**src/rtl/ram_port_arbiter.sv**
```systemverilog
// Two-requester arbiter for RAMIO port A: fixed priority to requester 0, with a run counter that bounds requester 1 wait.
// Grant is combinational (0 cycles), read data is tagged to its owner 1 cycle later; losers simply hold their request.
module ram_port_arbiter #(
  parameter int ADDR_WIDTH = 15,
  parameter int MAX_RUN    = 8
) (
  input  logic                  clk,
  input  logic                  rst,
  input  logic                  req0,
  input  logic                  req1,
  input  logic [1:0]            we0,
  input  logic [1:0]            we1,
  input  logic [2:0]            re0,
  input  logic [2:0]            re1,
  input  logic [ADDR_WIDTH-1:0] addr0,
  input  logic [ADDR_WIDTH-1:0] addr1,
  input  logic [31:0]           din0,
  input  logic [31:0]           din1,
  output logic                  gnt0,
  output logic                  gnt1,
  output logic                  rvalid0,
  output logic                  rvalid1,
  output logic [31:0]           rdata,
  output logic [1:0]            ram_we,
  output logic [2:0]            ram_re,
  output logic [ADDR_WIDTH-1:0] ram_addr,
  output logic [31:0]           ram_din,
  input  logic [31:0]           ram_dout,
  output logic                  starving
);

  localparam logic [7:0] RUN_MAX = 8'(MAX_RUN);

  logic       valid0;
  logic       valid1;
  logic [7:0] run_cnt;
  logic [7:0] run_cnt_next;

  // A request must name exactly one operation; anything else is dropped.
  assign valid0 = req0 && ((we0 != 2'b00) != (re0 != 3'b000));
  assign valid1 = req1 && ((we1 != 2'b00) != (re1 != 3'b000));

  always_comb begin
    gnt0 = 1'b0;
    gnt1 = 1'b0;
    if (rst) begin
      if (starving && valid1) begin
        gnt1 = 1'b1;
      end else if (valid0) begin
        gnt0 = 1'b1;
      end else if (valid1) begin
        gnt1 = 1'b1;
      end
    end
  end

  always_comb begin
    ram_we   = '0;
    ram_re   = '0;
    ram_addr = '0;
    ram_din  = '0;
    if (gnt0) begin
      ram_we   = we0;
      ram_re   = re0;
      ram_addr = addr0;
      ram_din  = din0;
    end else if (gnt1) begin
      ram_we   = we1;
      ram_re   = re1;
      ram_addr = addr1;
      ram_din  = din1;
    end
  end

  // Counts requester-0 wins that happened while requester 1 was waiting.
  always_comb begin
    run_cnt_next = 8'd0;
    if (gnt0 && valid1) begin
      run_cnt_next = (run_cnt >= RUN_MAX) ? RUN_MAX : run_cnt + 8'd1;
    end
  end

  always_ff @(posedge clk or negedge rst) begin
    if (!rst) begin
      run_cnt  <= 8'd0;
      starving <= 1'b0;
      rvalid0  <= 1'b0;
      rvalid1  <= 1'b0;
    end else begin
      run_cnt  <= run_cnt_next;
      starving <= (run_cnt_next == RUN_MAX) && valid1;
      rvalid0  <= gnt0 && (re0 != 3'b000);
      rvalid1  <= gnt1 && (re1 != 3'b000);
    end
  end

  assign rdata = ram_dout;

endmodule

```
**config.mk**
```make
export PLATFORM = sky130hd
export DESIGN_NAME = ram_port_arbiter
export DESIGN_NICKNAME = d
export VERILOG_FILES = /design/src/rtl/ram_port_arbiter.sv
export SDC_FILE = /design/constraint.sdc
export NUM_CORES = 1
export LEC_CHECK = 0
export ABC_AREA = 1
export BUFFER_PORTS_ARGS = -buffer_cell sky130_fd_sc_hd__buf_4
export CORE_AREA = 2 2 88 90
export DETAILED_ROUTE_END_ITERATION = 10
export DIE_AREA = 0 0 90 92
export SYNTH_ARGS = -nofsm -noshare
export SYNTH_HDL_FRONTEND = slang
export SYNTH_SLANG_ARGS = --single-unit
export TNS_END_PERCENT = 5
```
**constraint.sdc**
```tcl
create_clock -name clk -period 2.13 [get_ports clk]
set_input_delay 0.1065 -clock clk [delete_from_list [all_inputs] [get_ports clk]]
set_output_delay 0.1065 -clock clk [all_outputs]
set_load 0.02 [all_outputs]
```
==> results.toml <==
[status]
outcome = "completed"

[die]
die_w_um = 90
initial_core_util_pct = 22.8
num_io_pins = 229
fp.dieH_um = 92
fp.coreArea_um2 = 7450
num_rows = 32
die-area_um2 = 8280

[setup_path]
worstPathRequired_ns = 2.02
startpoint = "rst"
r2r_setup_slack_ns = 0.59
rr_worst_depth = 4
r2r-end = "rvalid1"
crit_type = "input port to output port"
cp-end-kind = "output port"
critical_path_peak_fanout = 25
r2r-start = "starving"
cp-start-kind = "input port"
crit_arrival_ns = 1.88

[power_and_ir_drop]
clock_power_share_pct = 24.8
power.total_uw = 829
power_leakage_nw = 1.63
pwr-share-comb_pct = 49.1
p_int_uw = 563
seqPwrFrac_pct = 26.1
p_switching_uw = 267
peakVddDrop_mv = 0.208
powerDensity_nw_per_um2 = 296
swShare_pct = 32.1

[run]
drv_cap = 0

[clocking]
cts_tree = "built"
cts_buffers = 3
clockRootBuffer = "clkbuf_8"
clock_sinks = 11
cts_buffer_depth = 2
htree_levels = 1
worst_skew_pair.late_latency_ns = 0.24
cts_setup_buffers = 0

[yosys]
synthCells = 270
synth-xor-area-share_pct = 0.515
yosys-mux-area-fraction_pct = 0
yosysWarnings = 0
syn_area_um2 = 1700
synth_top_family_by_area = "simple AND/OR/NAND/NOR gates"
synth_simple_gate_area_share_pct = 54.9
synth_compound_area_share_pct = 0.295
synth_fa_ha_area_share_pct = 1.47
yosysSeqAreaShare_pct = 16.2
synth-seq-cells = 11
yosysUniqueCellTypes = 22
syn_area_per_cell_um2 = 6.29

[sta]
clock_skew_ns = 0.00396
period_share_pct = 93.3
finalSetupTns_ns = 0
finalHoldViolCount = 0
rsz0062_at_grt = "no"
period_needed_ns = 1.99
fmax_ghz = 0.503
drv_slew = 0
setup_viol = 0

[finish]
layout-drive-gt1-share_pct = 46.1
final_cell_mix = "168 x buf_4, 108 x nand3_1, 60 x nand2_1"
final_nets = 540
layout_commonest_cell = "buf_4"
syn2layout_area_growth_pct = 64.7
antennaDiodeCount = 0

[global_routing]
grt_pass1_vias = 1990
grt_pass1_wl_um = 9710
grt_usage_pct = 13.9
grt-ovfl-total = 0
antenna_found_initial = 0
grt_max_degree = 39

[worst_hold_path]
worstHoldPathCells = 0
hp-class = "input port to output port"
hold_start = "ram_dout[0]"
whs_endpoint = "rdata[0]"

[placement]
place.gp.congestion = 0.750
dp_hpwl_um = 4880
portBuffers = 164

[detailed_routing]
drtIter0Drc = 47
vias = 2238
totalWireLength_um = 6270
dr.pass1.iters = 5
vias_per_cell = 4.48
routedWlPerCell_um = 12.6
antenna_left = 0
drc = 0
kinds of logic after synthesis:
group | after synthesis
simple gates | 193
xor+xnor | 1
other cells | 1
buf+inv | 61
compound gates | 1
flops | 11
fa+ha+maj | 2
timing repair:
action,in CTS,in global routing
hold buffers,1,0
gates resized for setup,0,0
endpoints found under the setup margin,0,14
hold endpoints to repair,11,0
cells in the mapped netlist:
cell | count | share of area (%)
nand3b_1 | 1 | 0.44
and2_1 | 1 | 0.37
nand3_2 | 2 | 1.2
nor3_1 | 1 | 0.29
dfrtp_1 | 11 | 16
nand3_1 | 108 | 32
nand2_2 | 2 | 0.74
nor2_8 | 1 | 1.2
xor2_1 | 1 | 0.52
nor2_1 | 12 | 2.7
o21ai_0 | 1 | 0.29
and3_1 | 1 | 0.37
ha_1 | 2 | 1.5
nand2_1 | 60 | 13
buf_2 | 5 | 1.5
buf_6 | 10 | 6.6
nand4_2 | 2 | 1.5
buf_4 | 37 | 16
nor2_4 | 1 | 0.66
and3_2 | 1 | 0.44
conb_1 | 1 | 0.22
inv_1 | 9 | 2.0
worst max-delay path, stage by stage:
cell and delay [ns]:
dlygate4sd3_1 0.53, buf_4 0.19, inv_1 0.16, nor2_8 0.35, buf_12 0.22, nand3_1 0.10
nand2_1 0.07, buf_4 0.14
flip-flops by register name (all words and copies together), names as in the netlist:
name      flops
run_cnt       8
rvalid0       1
starving      1
rvalid1       1
how the worst max path moves through the flow:
stage                       end  slack [ns]  depth (start not counted)
detailed placement    ram_re[2]        0.41                         10
CTS                   ram_re[2]         0.1                          8
global route         ram_din[3]       0.004                          8
global placement      ram_re[2]        0.43                         10
floorplan           ram_addr[0]        0.83                          5
finish                ram_re[2]        0.14                          8
per-layer routing:
metal,wire length [um],GRT usage (%),vias up
li1,-,-,1119
met1,2280,15.9,982
met2,3300,26.1,130
met3,624,3.29,7
met4,53,3.21,0
met5,0,0,-
cell type report:
cell class / count / area (um2)
clock buffers: 4 / 45.0
flip-flops and latches: 11 / 275
fillers: 829 / 4650
repair buffers: 172 / 1330
well taps: 102 / 128
inverters: 9 / 33.8
multi-input cells: 201 / 986
power by group through the flow:
| stage | Sequential, mW | Combinational, mW | Clock [mW] |
|---|---|---|---|
| 2_1_floorplan | 0.221 | 0.255 | 0 |
| 3_3_place_gp | 0.219 | 0.405 | 0 |
| 3_5_place_dp | 0.220 | 0.408 | 0 |
| 4_1_cts | 0.216 | 0.410 | 0.208 |
| 5_1_grt | 0.216 | 0.439 | 0.223 |
| 6_report | 0.216 | 0.407 | 0.206 |
metrics by stage:
stage / utilization [%] / hold slack, ns / instances / worst slack, ns / instance area, um2
finish: 37.6 / 0.213 / 499 / 0.144 / 2800
global route: 37.6 / 0.213 / 499 / 0.00368 / 2800
CTS: 37.6 / 0.213 / 499 / 0.0999 / 2800
detailed placement: 36.8 / -0.0547 / 494 / 0.411 / 2740
global placement: 36.8 / -0.0548 / 494 / 0.428 / 2740
floorplan: - / -0.189 / 273 / 0.828 / 1710
Power figures use the tool's default switching activity.
